File: src/rtl/mem_arb_pkg.sv
// Shared types for the memory port arbiter.
//   arb_state_e : arbiter FSM states
//   grant_e     : which requester is being handed the memory port this cycle
//   STRB_W      : byte-enable width for the default 32-bit data path
package mem_arb_pkg;

  typedef enum logic [1:0] {
    IDLE,
    BUSY_D,
    BUSY_I
  } arb_state_e;

  typedef enum logic [1:0] {
    GNT_NONE,
    GNT_D,
    GNT_I
  } grant_e;

  localparam int DATA_W_DEF = 32;
  localparam int STRB_W     = DATA_W_DEF / 8;

endpackage

File: src/rtl/arb_wait_timer.sv
// Wait timer for an outstanding memory request.
// Ports:
//   clk, reset : system clock, synchronous active-high reset
//   clear      : restart the count (transaction finished)
//   count_en   : request outstanding and not acknowledged this cycle
//   expired    : this waiting cycle is the MAX_WAIT-th one; the access must be abandoned
module arb_wait_timer
  import mem_arb_pkg::*;
#(
  parameter int MAX_WAIT = 15
) (
  input  logic clk,
  input  logic reset,
  input  logic clear,
  input  logic count_en,
  output logic expired
);

  logic [7:0] cnt;

  always_ff @(posedge clk) begin
    if (reset || clear) begin
      cnt <= '0;
    end else if (count_en) begin
      cnt <= cnt + 8'd1;
    end
  end

  // cnt holds the number of waiting cycles already completed, so the
  // current cycle is the last permitted one when cnt reaches MAX_WAIT-1.
  assign expired = count_en && (cnt == 8'(MAX_WAIT - 1));

endmodule

File: src/rtl/mem_port_arbiter.sv
// Shares one single-ported memory bus between instruction fetch and data access.
// Data has fixed priority over fetch. Each requester holds its request level
// until it sees a one-cycle valid pulse. A hung access is abandoned after
// MAX_WAIT waiting cycles, completing with zero data and setting a sticky err.
// Ports:
//   if_req/if_addr            -> fetch request;  if_rdata/if_valid/if_stall back
//   d_req/d_we/d_addr/d_wdata/d_wstrb -> data request; d_rdata/d_valid/d_stall back
//   m_req/m_we/m_addr/m_wdata/m_wstrb -> memory bus; m_ack/m_rdata from memory
//   err                       -> sticky timeout flag, cleared by reset only
module mem_port_arbiter
  import mem_arb_pkg::*;
#(
  parameter int ADDR_W   = 32,
  parameter int DATA_W   = 32,
  parameter int MAX_WAIT = 15
) (
  input  logic                clk,
  input  logic                reset,
  input  logic                if_req,
  input  logic [ADDR_W-1:0]   if_addr,
  output logic [DATA_W-1:0]   if_rdata,
  output logic                if_valid,
  output logic                if_stall,
  input  logic                d_req,
  input  logic                d_we,
  input  logic [ADDR_W-1:0]   d_addr,
  input  logic [DATA_W-1:0]   d_wdata,
  input  logic [DATA_W/8-1:0] d_wstrb,
  output logic [DATA_W-1:0]   d_rdata,
  output logic                d_valid,
  output logic                d_stall,
  output logic                m_req,
  output logic                m_we,
  output logic [ADDR_W-1:0]   m_addr,
  output logic [DATA_W-1:0]   m_wdata,
  output logic [DATA_W/8-1:0] m_wstrb,
  input  logic                m_ack,
  input  logic [DATA_W-1:0]   m_rdata,
  output logic                err
);

  arb_state_e state, state_nxt;
  grant_e     grant;
  logic       done;
  logic       timeout;
  logic       wait_en;
  logic       pend_d;
  logic       pend_i;

  assign wait_en = m_req && !m_ack;

  arb_wait_timer #(
    .MAX_WAIT (MAX_WAIT)
  ) u_timer (
    .clk      (clk),
    .reset    (reset),
    .clear    (done),
    .count_en (wait_en),
    .expired  (timeout)
  );

  // A request seen together with its own completion pulse is the tail of the
  // finished access, not a new one.
  assign pend_d = d_req && !d_valid;
  assign pend_i = if_req && !if_valid;

  assign if_stall = if_req && !if_valid;
  assign d_stall  = d_req && !d_valid;

  always_comb begin
    state_nxt = state;
    grant     = GNT_NONE;
    done      = 1'b0;
    case (state)
      IDLE: begin
        if (pend_d) begin
          grant = GNT_D;
        end else if (pend_i) begin
          grant = GNT_I;
        end
      end
      BUSY_D: begin
        if (m_ack || timeout) begin
          done = 1'b1;
          if (pend_i) begin
            grant = GNT_I;
          end else begin
            state_nxt = IDLE;
          end
        end
      end
      BUSY_I: begin
        if (m_ack || timeout) begin
          done = 1'b1;
          if (pend_d) begin
            grant = GNT_D;
          end else begin
            state_nxt = IDLE;
          end
        end
      end
      default: state_nxt = IDLE;
    endcase
    case (grant)
      GNT_D:   state_nxt = BUSY_D;
      GNT_I:   state_nxt = BUSY_I;
      default: ;
    endcase
  end

  always_ff @(posedge clk) begin
    if (reset) begin
      state    <= IDLE;
      m_req    <= 1'b0;
      m_we     <= 1'b0;
      m_addr   <= '0;
      m_wdata  <= '0;
      m_wstrb  <= '0;
      if_rdata <= '0;
      if_valid <= 1'b0;
      d_rdata  <= '0;
      d_valid  <= 1'b0;
      err      <= 1'b0;
    end else begin
      state    <= state_nxt;
      if_valid <= 1'b0;
      d_valid  <= 1'b0;

      // Completion of the access in flight.
      if (done) begin
        m_req <= 1'b0;
        if (state == BUSY_D) begin
          d_valid <= 1'b1;
          if (timeout) begin
            d_rdata <= '0;
          end else if (!m_we) begin
            d_rdata <= m_rdata;
          end
        end else begin
          if_valid <= 1'b1;
          if_rdata <= timeout ? '0 : m_rdata;
        end
        if (timeout) begin
          err <= 1'b1;
        end
      end

      // Grant: capture the winner's fields; they stay put until completion.
      case (grant)
        GNT_D: begin
          m_req   <= 1'b1;
          m_we    <= d_we;
          m_addr  <= d_addr;
          m_wdata <= d_wdata;
          m_wstrb <= d_we ? d_wstrb : '0;
        end
        GNT_I: begin
          m_req   <= 1'b1;
          m_we    <= 1'b0;
          m_addr  <= if_addr;
          m_wdata <= '0;
          m_wstrb <= '0;
        end
        default: ;
      endcase
    end
  end

endmodule

File: config.mk
export PLATFORM = sky130hd
export DESIGN_NAME = mem_port_arbiter
export DESIGN_NICKNAME = d
export VERILOG_FILES = /design/src/rtl/mem_arb_pkg.sv /design/src/rtl/arb_wait_timer.sv /design/src/rtl/mem_port_arbiter.sv
export SDC_FILE = /design/constraint.sdc
export NUM_CORES = 1
export LEC_CHECK = 0
export ABC_AREA = 1
export CORE_ASPECT_RATIO = 1.1
export CORE_MARGIN = 2
export CORE_UTILIZATION = 38
export DETAILED_ROUTE_END_ITERATION = 10
export PLACE_DENSITY = 0.78
export SYNTH_ARGS = -nofsm -noshare
export SYNTH_HDL_FRONTEND = slang
export SYNTH_SLANG_ARGS = --single-unit
File: constraint.sdc
create_clock -name clk -period 2.8 [get_ports clk]
set_input_delay 0.84 -clock clk [delete_from_list [all_inputs] [get_ports clk]]
set_output_delay 0.84 -clock clk [all_outputs]
set_load 0.1 [all_outputs]
==> flow_summary.yaml <==
global_route:
  grt_first_pass_wirelength_um: 29400
  antenna_found_initial: 0
  grt_max_degree: 59
  overflow: 0
  grt_pass1_vias: 5956
  grt_usage_pct: 22.1
timing:
  whs_ps: 453
  clock_skew_ps: 8.37
  finalCriticalPeriod_ps: 2690
  period_share_pct: 96.0
  setup_violations: 0
  tightest_slew_ps: 621
  max_freq_ghz: 0.372
  rsz0062_at_grt: "false"
  finalSetupTns_ps: 0
  finalHoldViolations: 0
  slew_headroom_pct: 58.6
  drv_slew: 0
route:
  via_count: 6422
  drcViolationCount: 0
  ant_nets: 0
  avgRoutedWirePerCell_um: 14.7
  via_per_inst: 4.96
  drt_iter0_markers: 472
  wl_um: 19100
  first_pass_iters: 5
synthesis:
  synth_commonest_cells: "166 x nand2_1, 147 x dfxtp_1, 137 x nor2_1"
  postSynthCellCount: 814
  ys_async_sr_fraction_pct: 0
  synth_flop_cell: "dfxtp_1"
  yosysUniqueCellTypes: 27
  ys_seq_elements: 147
  yosysMostFrequentCell: "nand2_1"
  synth.net_count: 960
  netlist_area_um2: 6010
  yosysWarnings: 0
  synth_area_per_cell_um2: 7.39
  yosysTopAreaCellShare_pct: 48.9
  yosys.area.top_type: "dfxtp_1"
  yosys-top-cells-area: "dfxtp_1 49%, nand2_1 10%, nor2_1 8.6%"
  yosysSeqAreaShare_pct: 48.9
  synth-edff-count: 0
floorplan:
  die_area_um2: 16900
  rows: 48
  core-area_um2: 15600
  fp.dieW_um: 124
  ios: 277
  die_y_um: 136
  initial_core_util_pct: 38.5
worst_setup_path:
  crit_type: "in2out"
  rrSetupSlack_ps: 550
  crit_path_start_kind: "input port"
  crit_arrival_ps: 1850
  crit_required_ps: 1960
  end_kind: "primary output"
  cp_max_fo: 3
clock_network:
  ctsHoldBuffers: 0
  cts_buffer_depth: 2
  worst_skew_pair.late_latency_ps: 420
  numCtsBuffers: 17
  clk_pin_slew_ps: 60
  cts.htree.levels: 4
  cts_setup_buffers: 0
  cts_tree: "built"
  postCtsResizedCells: 0
  clock-sinks: 147
  clockRootBuffer: "clkbuf_16"
cells_and_area:
  drive_above_1_share_pct: 20.6
  n_antenna_cell: 0
  area_growth_syn_to_layout_pct: 55.9
  num-nets-final: 1227
pwr:
  power_leakage_nw: 4.05
  ir_worst_vdd_mv: 0.867
  p_per_area_nw_per_um2: 1420
placed_design:
  io_buffers: 276
  gp_congestion: 0.826
  post-dp-hpwl_um: 13500
worst_hold_path:
  hold_path_class: "reg2reg"
status:
  status: "completed"
run:
  maxCapViolations: 0
## routing by layer
metal  up-vias  GRT usage (%)  wire length (µm)  part of all wire, %
met1      2884           26.5              7660                   40
li1       3219              -                 -                    -
met5         -              0                 0                    0
met4         0           8.93               450                  2.4
met3        33           6.17              1670                  8.8
met2       286           37.1              9300                   49
## where the power goes
group          internal, mW  switching (mW)  leakage, nW
Sequential             2.75           0.382         1.20
Combinational          1.69            6.22         2.58
Clock                  1.33           0.906        0.272
## kinds of logic after synthesis
kind of cell	Yosys count	synth area share, %
compound gates	169	14.1
simple gates	401	28.6
xor+xnor	4	0.582
flops	147	48.9
buf+inv	85	6.12
fa+ha+maj	8	1.66
## cell usage in the layout, fill, tap and decap left out, types with 4 or more instances in the layout
cell type        count
nand4_1             32
inv_1               19
ha_1                 7
clkinvlp_4           4
nor2_1             133
o21ai_0             90
clkinv_2             4
dfxtp_1            145
nand3_1             51
buf_12               9
a21oi_1             77
nor2_4               5
buf_4              164
nand2_1            166
clkbuf_16           17
xor2_1               4
clkdlybuf4s50_1    136
## registers in the layout, indices dropped and copies added, names as in the netlist, 2 cells and up
register / count
if_rdata: 32
u_timer.cnt: 8
d_rdata: 32
state: 2
m_wdata: 32
m_addr: 32
m_wstrb: 4
## cell type report
class / instances / area, µm²
inverter: 23 / 87.6
fill: 1434 / 6240
clock buffer: 20 / 447
tap: 200 / 250
timing repair buffer: 310 / 2780
multi-input combinational: 582 / 2740
sequential: 147 / 2950
clock inverter: 12 / 131
## worst paths after layout
kind | start | end | cells past startpoint
worst max-delay path | if_req | if_stall | 5
worst max register to register | u_timer.cnt[0] | m_wstrb[1] | 13
worst min-delay path | err | err | 2
worst min register to register | err | err | 2
## stage by stage
stage	instances	util [%]	power [mW]	cell area [µm²]	worst slack [ps]
after detailed placement	1262	56.3	11.1	8790	-222
after global routing	1294	60.0	13.8	9380	32.3
final	1294	60.0	13.3	9380	112
after CTS	1294	60.0	13.3	9370	107
after global placement	1262	56.3	11.0	8790	-122
after floorplan	814	-	9.12	6050	10.7
## worst max-delay path, stage by stage
cell,delay (ps)
clkdlybuf4s50_1,450
inv_1,60
nor2_4,160
buf_4,160
buf_12,170
Power figures use the tool's default switching activity.
